==> config.mk <==
export PLATFORM = sky130hd
export DESIGN_NAME = elevator_call_scheduler
export DESIGN_NICKNAME = d
export VERILOG_FILES = /design/src/rtl/elevator_call_scheduler_pkg.sv /design/src/rtl/elevator_call_scheduler_call_search.sv /design/src/rtl/elevator_call_scheduler.sv
export SDC_FILE = /design/constraint.sdc
export NUM_CORES = 1
export LEC_CHECK = 0
export BUFFER_PORTS_ARGS = -buffer_cell sky130_fd_sc_hd__buf_2
export CORE_UTILIZATION = 64
export CTS_CLUSTER_SIZE = 12
export DETAILED_ROUTE_END_ITERATION = 16
export PLACE_DENSITY = 0.85
export SLEW_MARGIN = 0
export SYNTH_ARGS = -nofsm -noshare
export SYNTH_HDL_FRONTEND = slang
export SYNTH_SLANG_ARGS = --single-unit
==> constraint.sdc <==
create_clock -name clk -period 8.1 [get_ports clk]
set_input_delay 0.405 -clock clk [delete_from_list [all_inputs] [get_ports clk]]
set_output_delay 0.405 -clock clk [all_outputs]
set_load 0.03 [all_outputs]
==> src/rtl/elevator_call_scheduler_pkg.sv <==
// Shared types and default sizing for the elevator call scheduler and its search logic.
package elevator_call_scheduler_pkg;

  localparam int unsigned DEF_NUM_FLOORS = 5;
  localparam int unsigned DEF_FLOOR_W    = 3;

  typedef enum logic [1:0] {
    IDLE      = 2'd0,
    MOVE_UP   = 2'd1,
    MOVE_DOWN = 2'd2,
    DWELL     = 2'd3
  } state_e;

endpackage

==> src/rtl/elevator_call_scheduler_call_search.sv <==
// Combinational nearest-call search: lowest pending floor above the car, highest pending below.
module call_search
  import elevator_call_scheduler_pkg::*;
#(
  parameter int unsigned NUM_FLOORS = DEF_NUM_FLOORS,
  parameter int unsigned FLOOR_W    = DEF_FLOOR_W
) (
  input  logic [NUM_FLOORS-1:0] pending_i,
  input  logic [FLOOR_W-1:0]    cur_floor_i,
  output logic [FLOOR_W-1:0]    above_o,
  output logic [FLOOR_W-1:0]    below_o,
  output logic                  any_above_o,
  output logic                  any_below_o
);

  always_comb begin
    above_o     = '0;
    below_o     = '0;
    any_above_o = 1'b0;
    any_below_o = 1'b0;
    // Scan top-down so the last hit is the lowest floor above the car.
    for (int unsigned k = NUM_FLOORS; k > 0; k--) begin
      if (pending_i[k-1] && (FLOOR_W'(k-1) > cur_floor_i)) begin
        above_o     = FLOOR_W'(k-1);
        any_above_o = 1'b1;
      end
    end
    for (int unsigned k = 0; k < NUM_FLOORS; k++) begin
      if (pending_i[k] && (FLOOR_W'(k) < cur_floor_i)) begin
        below_o     = FLOOR_W'(k);
        any_below_o = 1'b1;
      end
    end
  end

endmodule

==> src/rtl/elevator_call_scheduler.sv <==
// SCAN-order call scheduler: latches floor calls, picks the next target and times the door dwell.
module elevator_call_scheduler
  import elevator_call_scheduler_pkg::*;
#(
  parameter int unsigned NUM_FLOORS   = DEF_NUM_FLOORS,
  parameter int unsigned FLOOR_W      = DEF_FLOOR_W,
  parameter int unsigned DWELL_CYCLES = 12_000_000,
  parameter int unsigned DWELL_W      = 24
) (
  input  logic                  clk,
  input  logic                  rst,
  input  logic [NUM_FLOORS-1:0] key_pulse,
  input  logic [FLOOR_W-1:0]    cur_floor,
  input  logic                  at_floor,
  input  logic                  door_hold,
  output logic [FLOOR_W-1:0]    target_floor,
  output logic                  moving,
  output logic                  dir_up,
  output logic                  door_open,
  output logic [NUM_FLOORS-1:0] pending
);

  localparam int unsigned        FW1        = FLOOR_W + 1;
  localparam logic [DWELL_W-1:0] DWELL_LAST = DWELL_W'(DWELL_CYCLES - 1);

  state_e                  state_q, state_d;
  logic [NUM_FLOORS-1:0]   pending_q, pending_d, cur_mask;
  logic [FLOOR_W-1:0]      target_q, target_d, above, below;
  logic [DWELL_W-1:0]      dwell_q, dwell_d;
  logic                    dir_up_q, dir_up_d, moving_q, moving_d, door_q, door_d;
  logic                    any_above, any_below, floor_ok, call_here, restart;

  call_search #(
    .NUM_FLOORS (NUM_FLOORS),
    .FLOOR_W    (FLOOR_W)
  ) u_search (
    .pending_i   (pending_q),
    .cur_floor_i (cur_floor),
    .above_o     (above),
    .below_o     (below),
    .any_above_o (any_above),
    .any_below_o (any_below)
  );

  assign floor_ok  = {1'b0, cur_floor} < FW1'(NUM_FLOORS);
  assign cur_mask  = floor_ok ? (NUM_FLOORS'(1) << cur_floor) : '0;
  assign call_here = (pending_q & cur_mask) != '0;
  assign restart   = door_hold || ((key_pulse & cur_mask) != '0);

  always_comb begin
    state_d   = state_q;
    target_d  = target_q;
    dir_up_d  = dir_up_q;
    dwell_d   = dwell_q;
    // A same-floor call while the door is open only extends the dwell.
    pending_d = pending_q | ((state_q == DWELL) ? (key_pulse & ~cur_mask) : key_pulse);
    if (floor_ok) begin
      case (state_q)
        IDLE: begin
          target_d = cur_floor;
          if (call_here && at_floor) begin
            state_d = DWELL;
            dwell_d = '0;
          end else if (any_above && (dir_up_q || !any_below)) begin
            state_d  = MOVE_UP;
            target_d = above;
            dir_up_d = 1'b1;
          end else if (any_below) begin
            state_d  = MOVE_DOWN;
            target_d = below;
            dir_up_d = 1'b0;
          end
        end
        // Once the car reads as the target floor, hold the target until it settles.
        MOVE_UP: begin
          if (at_floor && (cur_floor == target_q)) begin
            state_d = DWELL;
            dwell_d = '0;
          end else if ((cur_floor != target_q) && any_above) begin
            target_d = above;
          end
        end
        MOVE_DOWN: begin
          if (at_floor && (cur_floor == target_q)) begin
            state_d = DWELL;
            dwell_d = '0;
          end else if ((cur_floor != target_q) && any_below) begin
            target_d = below;
          end
        end
        DWELL: begin
          if (restart) begin
            dwell_d = '0;
          end else if (dwell_q == DWELL_LAST) begin
            dwell_d = '0;
            if (dir_up_q && any_above) begin
              state_d  = MOVE_UP;
              target_d = above;
            end else if (!dir_up_q && any_below) begin
              state_d  = MOVE_DOWN;
              target_d = below;
            end else if (any_above) begin
              state_d  = MOVE_UP;
              target_d = above;
              dir_up_d = 1'b1;
            end else if (any_below) begin
              state_d  = MOVE_DOWN;
              target_d = below;
              dir_up_d = 1'b0;
            end else begin
              state_d  = IDLE;
              target_d = cur_floor;
            end
          end else begin
            dwell_d = dwell_q + DWELL_W'(1);
          end
        end
      endcase
    end
    if ((state_d == DWELL) && (state_q != DWELL)) begin
      pending_d = pending_d & ~cur_mask;
    end
    moving_d = (state_d == MOVE_UP) || (state_d == MOVE_DOWN);
    door_d   = (state_d == DWELL);
  end

  always_ff @(posedge clk or posedge rst) begin
    if (rst) begin
      state_q   <= IDLE;
      pending_q <= '0;
      target_q  <= '0;
      dwell_q   <= '0;
      dir_up_q  <= 1'b1;
      moving_q  <= 1'b0;
      door_q    <= 1'b0;
    end else begin
      state_q   <= state_d;
      pending_q <= pending_d;
      target_q  <= target_d;
      dwell_q   <= dwell_d;
      dir_up_q  <= dir_up_d;
      moving_q  <= moving_d;
      door_q    <= door_d;
    end
  end

  assign target_floor = target_q;
  assign moving       = moving_q;
  assign dir_up       = dir_up_q;
  assign door_open    = door_q;
  assign pending      = pending_q;

endmodule

Yosys cells after proc, flatten, opt, wreduce, memory -nomap -nowiden:

Cells that the tools add are included.

* add/subtract/negate cells: 1
* magnitude comparators: 11
* equality and inequality tests: 21
* shift operators: 1
* multiplexer cells: 61
* bitwise operators: 6
* reduce and logical (&&, ||, !) cells: 31

Operators by type and width (number)
* 24-bit two-way mux: 4
* 24-bit one-hot mux with 3 select lines: 1
* 3-bit two-way mux: 18
* 2-bit two-way mux: 13
* 24-bit by 1-bit adder with 24-bit output, second input constant: 1
* 24-bit equality test, second input constant: 1
* 5-bit AND: 4
* 2-bit inequality test, second input constant: 10
* 1-bit two-way mux: 19
* 1-bit logical AND: 18
* 5-bit two-way mux: 3
* 7-bit AND reduction: 2
* 3-bit one-hot mux with 4 select lines: 1
* 5-bit nonzero test: 2
* 2-bit equality test, second input constant: 4
* 1-bit by 3-bit greater-than comparator with 1-bit output, first input constant: 2
* 2-bit by 3-bit greater-than comparator with 1-bit output, first input constant: 2
* 1-bit by 3-bit < comparator with 1-bit output, first input constant: 2
* 2-bit by 3-bit < comparator with 1-bit output, first input constant: 2
* 2-bit one-hot mux with 3 select lines: 1
* 5-bit NOT: 1
* 5-bit bitwise OR: 1
* 1-bit by 3-bit left shift with 5-bit output, first input constant: 1
* 2-bit by 1-bit equality test with 1-bit output, second input constant: 2
* 13 further kinds: 17

* register bits: 37
* input port bits: 12
* output and inout bits: 11
* logic and storage cells: 139

Longest topological paths before layout:

Gate-level depths: netlist of run 1.

* depth in word-level cells: 18
* gate-level depth with buffers: 14
* mapped depth without buffers: 12

Cells and area by module:

A second synthesis of run 1 with hierarchy kept.

* cell total of the unflattened synthesis: 342
* area total of the unflattened synthesis: 2866.5 um^2

By module, submodules not included
* elevator_call_scheduler: instances 1, cells an instance 305, area each 2643.8 um^2, seq. area each 927.1 um^2
* call_search: instances 1, cells an instance 37, area each 222.7 um^2, seq. area each 0.0 um^2

Worst setup path after synthesis of run 1:

OpenSTA, ideal clock, no wires.

* path kind: register to register
* start: register pending_q[1], in the netlist pending[1]
* end: register pending_q[2], in the netlist pending[2]
* setup time: 0.067 ns
* data arrival time: 2.708 ns
* data required time: 8.033 ns
* setup slack: 5.326 ns
* stages on the path, launching flop included: 13
* buffers on the path: 1
* clock period less this slack: 2.774 ns
* cells stage by stage: dfrtp_1 -> clkbuf_1 -> mux2_2 -> a32o_1 -> nor2_2 -> nand2_1 -> a211oi_1 -> nor2_1 -> a22o_1 -> ha_1 -> nor2b_1 -> a21oi_1 -> o32a_1

* elaborated cells between the ends (all ways): 30
* those cells by class: eq/ne (1); mux (18); bitwise (1); reduce/logical (10)

RTL lines
* start: declaration: line elevator_call_scheduler.sv:27 `logic [NUM_FLOORS-1:0] pending_q, pending_d, cur_mask;`
* start signal: assignment: line elevator_call_scheduler.sv:138 `pending_q <= pending_d;`
* 1-bit logical AND: line elevator_call_scheduler_call_search.sv:29 `if (pending_i[k] && (FLOOR_W'(k) < cur_floor_i)) begin`
* 1-bit two-way mux (4 in a row): line elevator_call_scheduler_call_search.sv:29
* 1-bit logical AND / 1-bit logical NOT (equally long branches): line elevator_call_scheduler.sv:99, elevator_call_scheduler.sv:64
* 2-bit two-way mux / 1-bit logical OR (equally long branches): line elevator_call_scheduler.sv:99, elevator_call_scheduler.sv:64
* 2-bit two-way mux / 1-bit logical AND (equally long branches): line elevator_call_scheduler.sv:96, elevator_call_scheduler.sv:64
* 2-bit two-way mux (on tied branches): line elevator_call_scheduler.sv:94, elevator_call_scheduler.sv:64
* 2-bit two-way mux (on tied branches): line elevator_call_scheduler.sv:92, elevator_call_scheduler.sv:61
* 2-bit one-hot mux with 3 select lines (*): line elevator_call_scheduler.sv:58 `case (state_q)`
* 2-bit two-way mux (*): line elevator_call_scheduler.sv:57 `if (floor_ok) begin`
* via state_d[0]: line elevator_call_scheduler.sv:26 `state_e state_q, state_d;`
* 2-bit equality test (*)
* via door_d: line elevator_call_scheduler.sv:30 `logic dir_up_q, dir_up_d, moving_q, moving_d, door_q, door_d;`
* 1-bit logical AND (*): line elevator_call_scheduler.sv:120 `if ((state_d == DWELL) && (state_q != DWELL)) begin`
* 5-bit two-way mux (*): line elevator_call_scheduler.sv:120
* via pending_d[2]: line elevator_call_scheduler.sv:27

The timed path passes the listed nets; every way through them passes the cells marked *.
A chain may end at the register's enable or synchronous reset.

Final worst setup path of run 1:

* start: register pending_q[4], in the netlist pending[4]
* end: register pending_q[2], in the netlist pending[2]

* longest elaborated chain between the ends: 16
* elaborated cells between the ends (all ways): 30
* those cells by class: eq/ne (1); mux (18); bitwise (1); reduce/logical (10)

RTL lines
* 1-bit logical AND: line elevator_call_scheduler_call_search.sv:23 `if (pending_i[k-1] && (FLOOR_W'(k-1) > cur_floor_i)) begin`
* 1-bit two-way mux (5 in a row): line elevator_call_scheduler_call_search.sv:23
* 2-bit two-way mux: line elevator_call_scheduler.sv:102 `end else if (any_above) begin`
* 2-bit two-way mux: line elevator_call_scheduler.sv:99 `end else if (!dir_up_q && any_below) begin`
* 2-bit two-way mux: line elevator_call_scheduler.sv:96 `if (dir_up_q && any_above) begin`
* 2-bit two-way mux: line elevator_call_scheduler.sv:94 `end else if (dwell_q == DWELL_LAST) begin`
* 2-bit two-way mux: line elevator_call_scheduler.sv:92 `if (restart) begin`
* 2-bit one-hot mux with 3 select lines (*): line elevator_call_scheduler.sv:58
* 2-bit two-way mux (*): line elevator_call_scheduler.sv:57
* via state_d[0]: line elevator_call_scheduler.sv:26
* 2-bit equality test (*)
* via door_d: line elevator_call_scheduler.sv:30
* 1-bit logical AND (*): line elevator_call_scheduler.sv:120
* 5-bit two-way mux (*): line elevator_call_scheduler.sv:120
* via pending_d[2]: line elevator_call_scheduler.sv:27

Marks and branches as above.

==> run_results.csv, run 1 <==
group,metric,value,unit
outcome,run_status,"complete, no violations",
setup_path,r2r_setup_slack,4.95,ns
logic_synthesis,ys.flop_type,"dfrtp_1",
cells_and_area,final_nets,344,
cells_and_area,layout-drive-gt1-share,12.3,%
setup_path,crit_chain,"a211oi_1 > a211oi_1 > nor2_1 > o21ai_0 > o21ai_0 > a22o_1 > ha_1 > nor2b_1 > a21oi_1 > o32a_1",
logic_synthesis,seq_area_frac_synth,35.5,%
drt,post-route-drc-count,0,
setup_path,max_stage_delay,0.57,ns
logic_synthesis,synth_top_area_cell,"dfrtp_1",
timing,rsz0062_at_grt,"false",
timing,fmax,318,MHz
clocking,cts_resized,0,
global_route,grt_overflow,0,
placement,hpwlAfterDp,4.15,mm
placement,portBuffers,22,
drt,routed_wl,5.92,mm
logic_synthesis,async_reset_ff_share,100,%
drt,first_iter_violations,283,
global_route,grt_pass1_vias,2119,
timing,finalMaxSlewViolations,0,
global_route,grt_max_degree,38,
logic_synthesis,postSynthCellCount,313,
drt,ant_nets,0,
floorplan,die_w,65.9,µm
pwr,pwr_density_cell,250,nW/µm²
pwr,combPwrFrac,46.9,%
timing,finalHoldViolCount,0,
logic_synthesis,yosysWarnings,0,
setup_path,crit_path_start_kind,"flop",
setup_path,crit_type,"reg -> reg",
timing,fin_hold_ws,0.208,ns
drt,wl_per_cell,15.8,µm
floorplan,die_height,65.9,µm
global_route,grt_pass1_wl,9.71,mm
logic_synthesis,ys_ff_latch,37,
clocking,numCtsBuffers,5,
global_route,grt_antenna_before_repair,0,
floorplan,dieArea,4340,µm²
timing,fin_crit_sh,38.9,%
clocking,clk_path_buf_depth,2,
logic_synthesis,syn_nets,332,
pwr,internal_power,0.394,mW
pwr,clockPowerShare,19.0,%
pwr,ir_drop,0.152,mV
setup_path,cp-end-kind,"flop",
floorplan,core,3800,µm²
placement,place_congestion,0.891,
cells_and_area,area_growth,6.90,%
setup_path,critPathSlowestCell,"nor2_1",
timing,relSlewSlack,37.4,%
logic_synthesis,netlist-cell-type-count,55,
floorplan,io-pin-count,23,
logic_synthesis,synth.avg_cell_area,8.35,µm²
clocking,cts_tree,"built",
clocking,cts_setup_buffers,0,
clocking,hold_buffers,0,
drt,firstDrtPassIters,6,
clocking,cts.htree.levels,2,
logic_synthesis,synthesis.area,2610,µm²
logic_synthesis,synth_area_leaders,"dfrtp_1 (34%), xor2_1 (6.0%), nor2_1 (5.0%)",
clocking,root_buffer,"clkbuf_8",
setup_path,critPathMaxFanout,12,
pwr,switching_power,0.305,mW
timing,period_minus_slack,3.15,ns
timing,worst_slew_pin_slew,0.935,ns
pwr,p_leak,1.22,nW
timing,fin_skew,0.0132,ns
logic_synthesis,synth_edf_count,0,
drt,num_vias,2385,
setup_path,cp.required,8.28,ns
worst_hold_path,hold_class,"in -> async",
pwr,p_seq_share,34.1,%
clocking,clk_pin_slew,0.08,ns
pwr,swShare,43.6,%
setup_path,cp.arrival,3.33,ns
timing,finalSetupViolCount,0,
clocking,clock-sinks,37,
floorplan,fp-row-count,22,
global_route,track_usage,29.1,%
floorplan,start_util,68.8,%
run,drv_cap,0,
drt,viasPerCell,6.38,
logic_synthesis,yosysTopAreaCellShare,34.5,%
timing,fin_tns_setup,0,ns
clocking,worstSkewPairLatency,0.29,ns
cells_and_area,diodes,0,
area by class of cell:
class,count,area (µm²)
flip-flops and latches,37,927
clock buffers,8,90.1
inverters,12,45.0
fillers,294,1010
repair buffers,24,125
well taps,48,60.1
multi-input cells,245,1550
stage by stage:
step | power (mW) | cells | instance area (µm²) | worst slack (ns) | utilization, %
after detailed placement | 0.566 | 366 | 2700 | 4.79 | 71.1
after global placement | 0.560 | 366 | 2700 | 4.85 | 71.1
after CTS | 0.700 | 374 | 2790 | 4.98 | 73.5
final | 0.699 | 374 | 2790 | 4.95 | 73.5
after global routing | 0.748 | 374 | 2790 | 4.66 | 73.5
after floorplan | 0.488 | 313 | 2610 | 5.33 | -
critical path, delay by kind of cell, from the launching register on:
family,cells,cell delay [ns]
simple gates,2,0.84
fa+ha+maj,1,0.20
flops,1,0.48
compound gates,7,1.52
path summary, 6_finish.rpt:
| path | from | end | cells after the start |
|---|---|---|---|
| setup reg to reg | pending[4] | pending[2] | 10 |
| hold / removal | rst | dwell_q[1] | 3 |
| max in group asynchronous | rst | dir_up | 3 |
| min in group clk | key_pulse[2] | pending[2] | 2 |
| setup / recovery | pending[4] | pending[2] | 10 |
| hold reg to reg | dwell_q[0] | dwell_q[0] | 1 |
power groups by stage:
stage	registers [mW]	clock network [mW]	logic, mW
floorplan	0.263	0	0.225
global placement	0.240	0	0.320
detailed placement	0.241	0	0.326
CTS	0.237	0.137	0.326
global route	0.241	0.144	0.363
finish	0.238	0.133	0.328
cells in the mapped netlist (2+ instances only):
library cell,count
inv_1,12
a21oi_1,21
or4_1,2
ha_1,7
nand3b_1,6
a31oi_1,6
mux2i_1,4
buf_2,7
and3_1,8
nand3_1,11
nor2_1,35
o21ai_0,24
nand4_1,8
o22ai_1,2
xor2_1,18
buf_4,4
a211oi_1,6
dfrtp_1,36
clkbuf_1,8
a211o_1,2
nand2b_1,4
o31ai_1,4
and2_1,4
nand2_1,27
mux2_2,3
and4_1,4
a221oi_1,3
nor2b_1,5
or2_2,2
nor3_1,4
o221ai_1,2
registers in the layout, indices dropped and copies added, names as in the netlist:
register and flops:
target_floor 3, dwell_q 24, pending 5, dir_up 1, state_q 2, moving 1
door_open 1
cells by family after synthesis:
family                     Yosys count  synth area share, %
DFF                                 37                 35.5
buffers and inverters               31                 5.36
xor gates and xnor gates            18                 6.03
muxes                                7                 2.83
and+or+nand+nor                    125                 24.4
adders and majority gates            7                 3.35
AOI/OAI and AO/OA                   88                 22.6
per-layer routing:
metal / vias up / track usage, % / part of all wire [%]
met3: 14 / 4.66 / 4.9
li1: 1161 / - / -
met5: - / 0 / 0
met1: 1112 / 36.6 / 43
met4: 0 / 11.7 / 1.5
met2: 98 / 49.2 / 51
cells in the final DEF (no fill, tap or decap), types with 3 or more instances in the layout:
master    netlist  final
nand2_1        27     27
o31ai_1         4      4
a221oi_1        3      3
xor2_1         18     18
o21ai_0        24     24
and4_1          4      4
inv_1          12     12
mux2i_1         4      4
nor3_1          4      4
clkbuf_8        0      6
nor2_1         35     35
a211oi_1        6      6
and2_1          4      4
nor2b_1         5      5
nand4_1         8      8
nand3b_1        6      6
mux2_2          3      3
nand2b_1        4      4
and3_1          8      8
nand3_1        11     11
dfrtp_1        36     36
ha_1            7      7
a31oi_1         6      6
a21oi_1        21     21
buf_2           7     22
No activity file was read; power rests on OpenSTA's default activity.
==> run 2: changes to the inputs <==
--- a/config.mk
+++ b/config.mk
@@ -6,10 +6,10 @@
 export NUM_CORES = 1
 export LEC_CHECK = 0
 export BUFFER_PORTS_ARGS = -buffer_cell sky130_fd_sc_hd__buf_2
-export CORE_UTILIZATION = 64
+export CORE_UTILIZATION = 54
 export CTS_CLUSTER_SIZE = 12
 export DETAILED_ROUTE_END_ITERATION = 16
-export PLACE_DENSITY = 0.85
+export PLACE_DENSITY = 0.76
 export SLEW_MARGIN = 0
 export SYNTH_ARGS = -nofsm -noshare
 export SYNTH_HDL_FRONTEND = slang
==> constraint.sdc (replaced) <==
create_clock -name clk -period 2.7 [get_ports clk]
set_input_delay 0.135 -clock clk [delete_from_list [all_inputs] [get_ports clk]]
set_output_delay 0.135 -clock clk [all_outputs]
set_load 0.03 [all_outputs]
==> run_results.csv, run 2 (synthesis gave the netlist of run 1 again) <==
group,metric,value,unit
drt,first_iter_violations,203,
cells_and_area,final_nets,382,
setup_path,crit_path_start_kind,"flop",
clocking,cts_tree,"built",
floorplan,die_height,71.6,µm
floorplan,die_w,71.6,µm
timing,relSlewSlack,62.8,%
drt,ant_nets,0,
drt,post-route-drc-count,0,
pwr,p_leak,1.42,nW
floorplan,fp-row-count,24,
worst_hold_path,hold_start,"key_pulse[2]",
setup_path,r2r-start,"dwell_q[1]",
global_route,grt_antenna_before_repair,0,
setup_path,rr_worst_depth,12,
pwr,ir_drop,0.399,mV
timing,fin_crit_sh,96.3,%
placement,place_congestion,0.868,
timing,finalHoldViolCount,0,
drt,routed_wl,6.70,mm
global_route,grt_max_degree,38,
drt,num_vias,2526,
floorplan,dieArea,5120,µm²
setup_path,r2r_setup_slack,0.1,ns
cells_and_area,layout-drive-gt1-share,25.5,%
outcome,run_status,"complete, no violations",
setup_path,crit-reg2reg-capture,"pending[2]",
worst_hold_path,min_to,"pending[2]",
global_route,track_usage,27.3,%
timing,fin_tns_setup,0,ns
timing,fin_skew,0.00794,ns
placement,dp_cells,404,
timing,period_minus_slack,2.60,ns
drt,wl_per_cell,16.1,µm
drt,firstDrtPassIters,5,
clocking,clk_path_buf_depth,2,
clocking,numCtsBuffers,5,
global_route,grt_overflow,0,
setup_path,crit_type,"reg -> reg",
drt,viasPerCell,6.07,
setup_path,cp-end-kind,"flop",
setup_path,critPathMaxFanout,3,
clocking,clk_pin_slew,0.07,ns
cells_and_area,largest-register,"dwell_q",
global_route,grt_pass1_wl,11.0,mm
timing,rsz0062_at_grt,"true",
cells_and_area,stdcell_count,416,
worst_hold_path,hold_depth,2,
cells_and_area,fillers,382,
cells_and_area,diodes,0,
placement,place_area,2970,µm²
timing,fin_ws,0.0988,ns
cells_and_area,finalInstanceArea,3180,µm²
pwr,pwr_density_cell,757,nW/µm²
cells_and_area,area_growth,21.7,%
timing,fmax,384,MHz
cells_and_area,final_cell_mix,"buf_4 (39), dfrtp_1 (35), nor2_1 (34)",
clocking,root_buffer,"clkbuf_8",
placement,hpwlAfterDp,4.74,mm
floorplan,io-pin-count,23,
clocking,cts.htree.levels,2,
clocking,clock-sinks,37,
cells_and_area,final_common_cell,"buf_4",
clocking,worstSkewPairLatency,0.29,ns
floorplan,core,4500,µm²
setup_path,cp.required,2.88,ns
timing,finalSetupViolCount,0,
cells_and_area,largest_reg_flops,24,
placement,preCtsSetupSlack,-0.0905,ns
timing,finalMaxSlewViolations,0,
worst_hold_path,hold_class,"in -> reg",
floorplan,start_util,58.0,%
global_route,grt_pass1_vias,2463,
timing,worst_slew_pin_slew,0.557,ns
placement,portBuffers,22,
setup_path,cp.arrival,2.78,ns
run,drv_cap,0,
run 2: cell types whose count changed in the layout (fill, tap and decap cells not counted), sizes merged:
cell         change
clkbuf           -1
bufinv           +1
dlygate4sd3      +1
buf             +37
run 2: final cells by class:
cell class / count / area [µm²] / area share (%)
clock buffer: 7 / 86.3 / 2.71
clock inverter: 1 / 30.0 / 0.944
inverter: 12 / 45.0 / 1.42
multi-input combinational: 245 / 1610 / 50.7
sequential: 37 / 928 / 29.2
tap: 52 / 65.1 / 2.05
timing repair buffer: 62 / 413 / 13.0
run 2: metrics by stage:
stage	hold slack (ns)	util, %	total power, mW
2_1_floorplan	0.271	-	1.47
3_3_place_gp	0.265	65.9	1.81
3_5_place_dp	0.274	65.9	1.84
4_1_cts	0.0910	69.1	2.37
5_1_grt	0.0933	70.6	2.56
6_report	0.0974	70.6	2.41
run 2: layer usage:
layer  up-vias  share of wire (%)  global-route usage (%)
li1       1225                  -                       -
met1      1210                 42                    33.5
met2        79                 52                    49.3
met3        12                4.5                    4.64
met4         0                1.5                    7.84
met5         -                  0                       0
run 2: how the worst max path moves through the flow:
stage | slack [ns] | end | startpoint | cells after the start
finish | 0.1 | pending[2] | dwell_q[1] | 12
detailed placement | -0.09 | pending[2] | dwell_q[0] | 12
CTS | 0.005 | pending[2] | dwell_q[1] | 12
floorplan | 0.0002 | pending[2] | pending[1] | 12
global placement | 0.01 | pending[2] | dwell_q[0] | 12
global route | -0.03 | pending[2] | dwell_q[1] | 12
run 2: worst max-delay path: stages (launching register included):
cell and delay, ns:
dfrtp_1 0.36, ha_2 0.19, and3_4 0.19, and4_4 0.24, and4_4 0.21, nand3_2 0.09, a211o_1 0.26, a211oi_2 0.17
a21o_1 0.13, ha_2 0.19, nor2b_4 0.16, a21oi_2 0.04, o32a_1 0.28
run 2: power breakdown:
group,internal [mW],switching [mW],total (mW)
logic,0.492,0.740,1.23
clock network,0.301,0.192,0.493
registers,0.630,0.0508,0.680
total,1.42,0.983,2.41
run 2: what timing repair did:
item | in CTS | in global routing
pin swaps | 1 | 4
setup buffers | 1 | 2
gates resized for setup | 3 | 14
endpoints found under the hold margin | 36 | 0
hold buffers | 1 | 0
endpoints found under the setup margin | 1 | 5
==> run 3: changes to the inputs <==
--- a/config.mk
+++ b/config.mk
@@ -5,11 +5,12 @@
 export SDC_FILE = /design/constraint.sdc
 export NUM_CORES = 1
 export LEC_CHECK = 0
+export ABC_AREA = 1
 export BUFFER_PORTS_ARGS = -buffer_cell sky130_fd_sc_hd__buf_2
-export CORE_UTILIZATION = 54
+export CORE_UTILIZATION = 55
 export CTS_CLUSTER_SIZE = 12
 export DETAILED_ROUTE_END_ITERATION = 16
-export PLACE_DENSITY = 0.76
+export PLACE_DENSITY = 0.77
 export SLEW_MARGIN = 0
 export SYNTH_ARGS = -nofsm -noshare
 export SYNTH_HDL_FRONTEND = slang
==> run_results.csv, run 3 <==
group,metric,value,unit
timing,finalMaxSlewViolations,0,
clocking,worstSkewPairLatency,0.30,ns
cells_and_area,fillers,470,
global_route,grt_pass1_vias,2706,
floorplan,die_w,74.7,µm
cells_and_area,diodes,0,
timing,finalSetupViolCount,0,
logic_synthesis,ys_ff_latch,37,
pwr,pwr_density_cell,724,nW/µm²
timing,fin_tns_setup,0,ns
cells_and_area,area_growth,10.8,%
timing,period_minus_slack,2.46,ns
clocking,cts_setup_buffers,0,
pwr,p_leak,1.49,nW
timing,relSlewSlack,68.7,%
placement,place_area,3100,µm²
floorplan,io-pin-count,23,
timing,fin_skew,0.0128,ns
global_route,grt_pass1_wl,12.4,mm
logic_synthesis,yosys-top-cells-count,"nand2_1 (106), inv_1 (57), nand3_1 (47)",
global_route,track_usage,29.2,%
drt,routed_wl,7.46,mm
logic_synthesis,yosys.cell_count.top_type,"nand2_1",
logic_synthesis,netlist-cell-type-count,38,
timing,worst_slew_pin_slew,0.470,ns
cells_and_area,final_common_cell,"nand2_1",
clocking,root_buffer,"clkbuf_8",
outcome,run_status,"complete, no violations",
floorplan,fp-row-count,26,
timing,fin_crit_sh,91.1,%
logic_synthesis,postSynthCellCount,432,
global_route,grt_antenna_before_repair,0,
logic_synthesis,yosysTopAreaCellShare,31.0,%
setup_path,cp.arrival,2.67,ns
logic_synthesis,synth_edf_count,0,
setup_path,cp-end-kind,"flop",
cells_and_area,final_cell_mix,"nand2_1 (106), inv_1 (57), nand3_1 (47)",
logic_synthesis,seq_area_frac_synth,31.9,%
placement,hpwlAfterDp,5.79,mm
setup_path,critPathMaxFanout,5,
clocking,clock-sinks,37,
global_route,grt_max_degree,38,
setup_path,crit_path_start_kind,"flop",
logic_synthesis,yosysWarnings,0,
setup_path,crit_type,"reg -> reg",
pwr,ir_drop,0.577,mV
cells_and_area,seq_area,927,µm²
cells_and_area,final_nets,480,
clocking,numCtsBuffers,5,
drt,num_vias,2969,
clocking,cts_tree,"built",
floorplan,die_height,74.7,µm
run,drv_cap,0,
placement,place_congestion,0.977,
drt,post-route-drc-count,0,
clocking,clk_pin_slew,0.08,ns
cells_and_area,largest_reg_flops,24,
logic_synthesis,synthesis.area,2910,µm²
pwr,power,2.33,mW
timing,fin_hold_ws,0.103,ns
clocking,clk_path_buf_depth,2,
logic_synthesis,async_reset_ff_share,100,%
cells_and_area,largest-register,"dwell_q",
timing,rsz0062_at_grt,"false",
floorplan,start_util,57.0,%
logic_synthesis,syn_nets,451,
floorplan,core,5110,µm²
timing,finalHoldViolCount,0,
cells_and_area,multi_input_area,1700,µm²
drt,viasPerCell,5.58,
floorplan,dieArea,5580,µm²
cells_and_area,layout-drive-gt1-share,14.5,%
global_route,grt_overflow,0,
drt,wl_per_cell,14.0,µm
logic_synthesis,synth.avg_cell_area,6.73,µm²
drt,ant_nets,0,
logic_synthesis,synth_area_leaders,"dfrtp_1 (31%), nand2_1 (14%), nand3_1 (8.1%)",
setup_path,cp.required,2.91,ns
placement,portBuffers,22,
logic_synthesis,synth_top_area_cell,"dfrtp_1",
drt,firstDrtPassIters,7,
timing,fmax,407,MHz
logic_synthesis,ys.flop_type,"dfrtp_1",
drt,first_iter_violations,253,
clocking,cts.htree.levels,2,
cells_and_area,finalInstanceArea,3220,µm²
worst_hold_path,hold_class,"in -> reg",
-- run 3: path summary, 6_finish.rpt --
check                             start  depth (start not counted)    endpoint  slack [ns]
hold reg to reg                  dir_up                          2      dir_up        0.53
setup reg to reg             dwell_q[0]                         16  pending[0]        0.24
hold / removal             key_pulse[4]                          3  pending[4]        0.10
max in group asynchronous           rst                          4      dir_up        1.84
min in group asynchronous           rst                          4  pending[4]        0.50
setup / recovery             dwell_q[0]                         16  pending[0]        0.24
-- run 3: critical path: stages (launching register included) --
cell and delay, ns:
dfrtp_1 0.36, ha_1 0.22, nand2_1 0.13, nor2_4 0.14, nand2_1 0.13, nor2_4 0.13
nand3_2 0.09, nand2_1 0.10, nand2_1 0.07, o21ai_0 0.19, nand3_1 0.10, nand2_1 0.06
o21ai_0 0.11, ha_1 0.23, inv_1 0.07, nor2_2 0.06, a22oi_1 0.20
-- run 3: cell families after synthesis --
kind of cell | after synthesis | share of synthesized area (%)
compound gates | 56 | 11.4
xor+xnor | 11 | 3.31
fa+ha+maj | 7 | 3.01
buf+inv | 70 | 10.1
flops | 37 | 31.9
simple gates | 251 | 40.3
-- run 3: layout make-up --
cell class              instances  share of cell area [%]
multi-input cells             325                    52.8
clock buffers                   7                    2.99
repair buffers                 29                    5.12
well taps                      70                    2.72
inverters                      63                    7.41
flip-flops and latches         37                    28.8
clock inverters                 1                   0.155
-- run 3: metal layers --
metal / vias to the layer above / GRT usage (%) / share of wire, % / routed length (µm)
met4: 0 / 8.60 / 2.0 / 150
met2: 104 / 53.9 / 51 / 3800
met5: - / 0 / 0 / 0
met3: 17 / 4.15 / 5.3 / 392
met1: 1375 / 35.1 / 42 / 3120
li1: 1473 / - / - / -
-- run 3: per-stage QoR --
stage          cells  utilization (%)  worst slack [ns]
6_report         532             63.1             0.241
5_1_grt          532             63.1           0.00428
4_1_cts          532             62.8            0.0989
3_5_place_dp     523             60.6             0.104
3_3_place_gp     523             60.6             0.198
2_1_floorplan    432                -             0.474
-- run 3: report_power, final --
| part | switching, mW | internal (mW) |
|---|---|---|
| sequential | 0.0851 | 0.645 |
| clock | 0.206 | 0.231 |
| combinational | 0.824 | 0.343 |
| total | 1.11 | 1.22 |
-- run 3: timing repair --
action                     in CTS  in global routing
setup endpoints to repair       0                  5
hold endpoints to repair       36                  0
hold buffers                    1                  0
gates resized for setup         0                  4
